[src/rtl/iagu_actfun_2d.sv]
// Input-address generator for the activation-function stage: walks a 2-D
// region of pieces x rows, honours back-pressure and reports valid/last/done.
module iagu_actfun_2d #(
    parameter int ADDR_W   = 12,
    parameter int CNT_W    = 8,
    parameter int STRIDE_W = 4,
    parameter int READ_LAT = 1
) (
    input  logic                i_clk,
    input  logic                i_rst,
    input  logic                i_start,
    input  logic [ADDR_W-1:0]   i_addr_start,
    input  logic [CNT_W-1:0]    i_piece_num,
    input  logic [CNT_W-1:0]    i_row_num,
    input  logic [STRIDE_W-1:0] i_stride,
    input  logic [ADDR_W-1:0]   i_row_pitch,
    input  logic                i_stall,
    output logic                o_IOB_REn,
    output logic [ADDR_W-1:0]   o_IOB_RAddr,
    output logic                o_last,
    output logic                o_dvalid,
    output logic                o_done,
    output logic                o_busy
);

    localparam int DRAIN_W = (READ_LAT > 1) ? $clog2(READ_LAT) : 1;

    typedef enum logic [1:0] {
        IDLE  = 2'd0,
        RUN   = 2'd1,
        DRAIN = 2'd2
    } state_t;

    state_t              state_reg, state_next;
    logic [ADDR_W-1:0]   addr_reg, addr_next;
    logic [ADDR_W-1:0]   row_base_reg, row_base_next;
    logic [CNT_W-1:0]    piece_reg, piece_next;
    logic [CNT_W-1:0]    row_reg, row_next;
    logic [CNT_W-1:0]    piece_last_reg, piece_last_next;
    logic [CNT_W-1:0]    row_last_reg, row_last_next;
    logic [STRIDE_W-1:0] stride_reg, stride_next;
    logic [ADDR_W-1:0]   pitch_reg, pitch_next;
    logic [DRAIN_W-1:0]  drain_reg, drain_next;
    logic                done_reg, done_next;
    logic [READ_LAT-1:0] dvalid_reg, dvalid_next;

    logic read_en;
    logic last_read;
    logic piece_end;
    logic row_end;

    assign piece_end = (piece_reg == piece_last_reg);
    assign row_end   = (row_reg == row_last_reg);

    always_comb begin
        state_next      = state_reg;
        addr_next       = addr_reg;
        row_base_next   = row_base_reg;
        piece_next      = piece_reg;
        row_next        = row_reg;
        piece_last_next = piece_last_reg;
        row_last_next   = row_last_reg;
        stride_next     = stride_reg;
        pitch_next      = pitch_reg;
        drain_next      = drain_reg;
        done_next       = 1'b0;
        read_en         = 1'b0;
        last_read       = 1'b0;

        case (state_reg)
            IDLE: begin
                if (i_start) begin
                    // Counters compare against num-1, latched once per region.
                    piece_last_next = i_piece_num - CNT_W'(1);
                    row_last_next   = i_row_num - CNT_W'(1);
                    stride_next     = i_stride;
                    pitch_next      = i_row_pitch;
                    drain_next      = '0;
                    if (i_piece_num == '0 || i_row_num == '0) begin
                        state_next = DRAIN;
                    end else begin
                        addr_next     = i_addr_start;
                        row_base_next = i_addr_start;
                        piece_next    = '0;
                        row_next      = '0;
                        state_next    = RUN;
                    end
                end
            end

            RUN: begin
                read_en = !i_stall;
                if (!i_stall) begin
                    if (!piece_end) begin
                        piece_next = piece_reg + CNT_W'(1);
                        addr_next  = addr_reg + ADDR_W'(stride_reg);
                    end else if (!row_end) begin
                        piece_next    = '0;
                        row_next      = row_reg + CNT_W'(1);
                        row_base_next = row_base_reg + pitch_reg;
                        addr_next     = row_base_reg + pitch_reg;
                    end else begin
                        last_read  = 1'b1;
                        drain_next = '0;
                        state_next = DRAIN;
                    end
                end
            end

            DRAIN: begin
                // Wait out the IOB latency so done follows the final dvalid.
                if (drain_reg == DRAIN_W'(READ_LAT - 1)) begin
                    done_next  = 1'b1;
                    state_next = IDLE;
                end else begin
                    drain_next = drain_reg + DRAIN_W'(1);
                end
            end

            default: begin
                state_next = IDLE;
            end
        endcase
    end

    genvar gi;
    generate
        for (gi = 0; gi < READ_LAT; gi++) begin : g_dvalid
            if (gi == 0) begin : g_head
                assign dvalid_next[gi] = read_en;
            end else begin : g_tail
                assign dvalid_next[gi] = dvalid_reg[gi-1];
            end
        end
    endgenerate

    always_ff @(posedge i_clk or posedge i_rst) begin
        if (i_rst) begin
            state_reg      <= IDLE;
            addr_reg       <= '0;
            row_base_reg   <= '0;
            piece_reg      <= '0;
            row_reg        <= '0;
            piece_last_reg <= '0;
            row_last_reg   <= '0;
            stride_reg     <= '0;
            pitch_reg      <= '0;
            drain_reg      <= '0;
            done_reg       <= 1'b0;
            dvalid_reg     <= '0;
        end else begin
            state_reg      <= state_next;
            addr_reg       <= addr_next;
            row_base_reg   <= row_base_next;
            piece_reg      <= piece_next;
            row_reg        <= row_next;
            piece_last_reg <= piece_last_next;
            row_last_reg   <= row_last_next;
            stride_reg     <= stride_next;
            pitch_reg      <= pitch_next;
            drain_reg      <= drain_next;
            done_reg       <= done_next;
            dvalid_reg     <= dvalid_next;
        end
    end

    assign o_IOB_REn   = read_en;
    assign o_IOB_RAddr = addr_reg;
    assign o_last      = last_read;
    assign o_dvalid    = dvalid_reg[READ_LAT-1];
    assign o_done      = done_reg;
    assign o_busy      = (state_reg != IDLE);

endmodule

[config.mk]
export PLATFORM = sky130hd
export DESIGN_NAME = iagu_actfun_2d
export DESIGN_NICKNAME = d
export VERILOG_FILES = /design/src/rtl/iagu_actfun_2d.sv
export SDC_FILE = /design/constraint.sdc
export NUM_CORES = 1
export LEC_CHECK = 0
export ABC_AREA = 1
export CORE_MARGIN = 1
export CORE_UTILIZATION = 60
export DETAILED_ROUTE_END_ITERATION = 16
export HOLD_SLACK_MARGIN = 0.06
export PLACE_DENSITY = 0.93
export REMOVE_ABC_BUFFERS = 1
export SYNTH_ARGS = -nofsm -noshare
export SYNTH_HDL_FRONTEND = slang
export SYNTH_SLANG_ARGS = --single-unit
[constraint.sdc]
create_clock -name i_clk -period 6.5 [get_ports i_clk]
set_input_delay 1.95 -clock i_clk [delete_from_list [all_inputs] [get_ports i_clk]]
set_output_delay 1.95 -clock i_clk [all_outputs]
set_load 0.05 [all_outputs]
; After elaboration in Yosys (flattened, before gate mapping)
; Cells that the tools add are included.
; W data, S select, Z words.
[op_classes]
n_addsub = 7
n_eq_ne = 12
muxes = 39
n_reduce_logical = 13
[op_table]
columns = cell, n
row1 = $mux W12, 7
row2 = $mux W8, 8
row3 = $pmux W12 S2, 2
row4 = $pmux W8 S2, 2
row5 = $add A8 B1 Y8 const B, 2
row6 = $eq A8 B8 Y1, 2
row7 = $logic_not A8 Y1, 2
row8 = $sub A8 B1 Y8 const B, 2
row9 = $reduce_and A5 Y1, 3
row10 = $ne A2 B2 Y1 const B, 7
row11 = $add A12 B12 Y12, 1
row12 = $add A12 B4 Y12, 1
row13 = $mux W1, 12
row14 = $mux W2, 6
row15 = $pmux W2 S3, 1
row16 = $reduce_and A6 Y1, 1
row17 = $reduce_bool A2 Y1, 2
row18 = $ne A3 B3 Y1 const B, 1
row19 = $pmux W1 S3, 1
row20 = $reduce_bool A3 Y1, 1
row21 = $eq A2 B1 Y1 const B, 1
row22 = $eq A2 B2 Y1 const B, 1
row23 = $logic_not A2 Y1, 1
row24 = $reduce_and A2 Y1, 1
row25 = other kinds (3), 3
[word_totals]
ff_bits = 77
input_bits = 48
output_inout_bits = 17

; Depth between registers and ports, before layout
[depth]
ltp_word = 5
ltp_mapped = 13
ltp_nobuf = 13

; Least setup slack after synthesis
; Ideal clock, no wire load.
[synth_timing]
path_kind = input -> output
from = input i_stall
to = output o_IOB_REn
t_arrival_ps = 2628
required_time_ps = 4550
setup_slack_ps = 1922
cell_stages = 1
path_cell_list = nor2_1
[synth_via]
elab_chain_cells = 2
[synth_rtl]
columns = item, line
row1 = "start, declared", 17  ; input logic i_stall,
row2 = $logic_not A1 Y1, --
row3 = $mux W1, 70  ; case (state_reg)
row4 = "end, declared", 18  ; output logic o_IOB_REn,
; Every way passes these cells.

; Worst setup path in the final report
; Ends and elaborated chain as after synthesis.

==> impl_metrics.toml <==
[outcome]
run_status = "finished clean"

[clock_network]
clk_pin_slew_ns = 0.08
root_buffer = "clkbuf_8"
postCtsSetupRepairBufs = 0
cts.path.max_buffers = 2
insertion_delay_ns = 0.36
cts_sinks = 76
cts_buffers = 9
cts.repair.resized = 0
h-tree-depth = 3
cts_tree = "done"
postCtsHoldBufs = 0

[placement]
dp_hpwl_um = 9360
place_congestion = 0.875
io_buffer_count = 64
pre_cts_slack_ns = 1.17

[worst_setup_path]
cp.arrival_ns = 3.38
crit_type = "in -> out"
crit_fanout = 4
reg2regPathDepth = 9
reg2reg_to = "state_reg[0]"
end_kind = "primary output"
start_kind = "input port"
r2r_slack_ns = 3.58
crit_required_ns = 4.55
r2r-start = "state_reg[1]"

[hold_path]
whs_path_depth = 2
holdCritStartpoint = "row_base_reg[6]"
hp-class = "reg -> reg"
whs_endpoint = "row_base_reg[6]"

[sta]
finClkSkew_ns = 0.00710
hold_viol_final = 0
drv_slew = 0
maxSlewHeadroom_pct = 54.7
setup-tns-final_ns = 0
setup_ws_ns = 1.17
worst_pin_slew_ns = 0.679
whs_ns = 0.489
period_share_pct = 82.1
rsz0062_at_grt = "false"
fin_crit_ns = 5.33
setup_viol = 0
max_freq_ghz = 0.188

[yosys]
syn-cell-area_um2 = 5090
synth_top_cell_area_share_pct = 37.4
synth_edf_count = 0
synth_area_per_cell_um2 = 6.89
ys_ff_latch = 76
async_flop_share_pct = 100
ys_types = 39
synth_area_leaders = "dfrtp_1, nand2_1, inv_1"
yosys.area.top_type = "dfrtp_1"
ys.flop_type = "dfrtp_1"
syn-instance-count = 739
ys_seq_area_share_pct = 37.4
synth_warnings = 0

[pwr]
power_frac_seq_pct = 30.1
pwr-share-comb_pct = 58.4
p_leak_nw = 3.10
internal_power_w = 0.00140
worst_ir_drop_vdd_mv = 0.292
powerDensity_nw_per_um2 = 484
p_clk_share_pct = 11.4
netSwitchingFraction_pct = 51.4
netSwitchingPower_w = 0.00148

[die]
core_um2 = 8220
die_h_um = 94.1
dieArea_um2 = 8860
rows = 33
dieWidth_um = 94.1
io_pins = 65
start_util_pct = 61.9

[route]
wl_um = 12800
drtIter0Drc = 280
via_per_inst = 5.50
drc = 0
dr.pass1.iters = 5
via_count = 4986
drtAntennaViolNets = 0
post_drt_wl_per_cell_um = 14.1

[final_layout]
nNetsFinal = 866
area_growth_pct = 16.5
n_fill_cell = 668
drive_gt1_share_pct = 6.12
antennaDiodeCount = 0
fin_util_pct = 72.1

[run]
cap_violations = 0

[global_route]
track_usage_pct = 31.3
grt_pass1_wl_um = 21500
grt_pass1_vias = 4913
grt.overflow.total = 0
grt_max_degree = 48
antenna_found_initial = 0
==> Yosys cell counts (6+ instances only) <==
| master | number |
|---|---|
| o21ai_2 | 6 |
| xor2_1 | 18 |
| inv_2 | 9 |
| nand4_1 | 8 |
| inv_1 | 84 |
| nand3_1 | 52 |
| ha_1 | 20 |
| nor3_1 | 8 |
| clkbuf_1 | 11 |
| xnor2_1 | 8 |
| nand2_1 | 284 |
| a21oi_1 | 17 |
| dfrtp_1 | 76 |
| o21ai_0 | 38 |
| nor2_1 | 56 |
==> kinds of logic (layout without fill, tap and decap cells) <==
| logic type | Yosys count | in the layout | share of synthesized area (%) |
|---|---|---|---|
| DFF | 76 | 76 | 37.4 |
| AOI/OAI and AO/OA | 75 | 75 | 8.38 |
| xor gates and xnor gates | 26 | 26 | 4.47 |
| buffers and inverters | 114 | 176 | 9.29 |
| adders and majority gates | 22 | 22 | 5.70 |
| and+or+nand+nor | 426 | 426 | 34.8 |
==> power by group through the flow <==
stage,logic [W],registers (W),clock network (W)
after global placement,0.00159,0.000857,0
after floorplan,0.00110,0.000948,0
after global routing,0.00187,0.000889,0.000350
final,0.00168,0.000865,0.000329
after CTS,0.00168,0.000860,0.000329
after detailed placement,0.00166,0.000866,0
==> layer usage <==
| metal | global-route usage, % | part of all wire [%] |
|---|---|---|
| met3 | 5.91 | 5.4 |
| met2 | 56.4 | 51 |
| met4 | 13.7 | 3.5 |
| met5 | 0 | 0 |
| met1 | 35.8 | 40 |
==> per-stage QoR <==
stage | instance area [µm²] | std cells | power, W
after floorplan | 4970 | 718 | 0.00205
after global placement | 5760 | 890 | 0.00245
after detailed placement | 5760 | 890 | 0.00252
after CTS | 5930 | 906 | 0.00287
after global routing | 5930 | 906 | 0.00311
final | 5930 | 906 | 0.00287
==> worst max path at each step <==
stage | startpoint | end | slack (ns) | depth (start not counted)
after CTS | i_stall | o_IOB_REn | 1.16 | 3
after detailed placement | i_stall | o_IOB_REn | 1.17 | 3
after global placement | i_stall | o_IOB_REn | 1.20 | 3
after floorplan | i_stall | o_IOB_REn | 1.92 | 1
final | i_stall | o_IOB_REn | 1.17 | 3
after global routing | i_stall | o_IOB_REn | 1.10 | 3
==> worst max-delay path, cell delays in order <==
cell and delay [ns]:
clkdlybuf4s50_1 0.45, nor2_1 0.16, clkdlybuf4s50_1 0.82
==> placed cells by master (no fill, tap or decap), drive strengths merged, types with 2 or more instances in the layout <==
| cell type | n |
|---|---|
| clkbuf | 10 |
| ha | 20 |
| inv | 94 |
| nor3 | 8 |
| nand2 | 287 |
| nand4 | 9 |
| a21oi | 18 |
| xor2 | 18 |
| clkinv | 4 |
| xnor2 | 8 |
| dfrtp | 76 |
| nand3 | 53 |
| nor4 | 2 |
| nor2 | 63 |
| clkdlybuf4s50 | 64 |
| a31oi | 3 |
| o211ai | 2 |
| o21ai | 47 |
| nand3b | 2 |
| buf | 3 |
| fa | 2 |
==> cell type report <==
type / instances / area, µm² / area share, %
sequential: 76 / 1900 / 32.1
inverter: 93 / 349 / 5.89
timing repair buffer: 67 / 663 / 11.2
multi-input combinational: 549 / 2720 / 45.8
clock buffer: 10 / 128 / 2.15
clock inverter: 6 / 40.0 / 0.675
tap: 105 / 131 / 2.22
No activity file was read; power rests on OpenSTA's default activity.
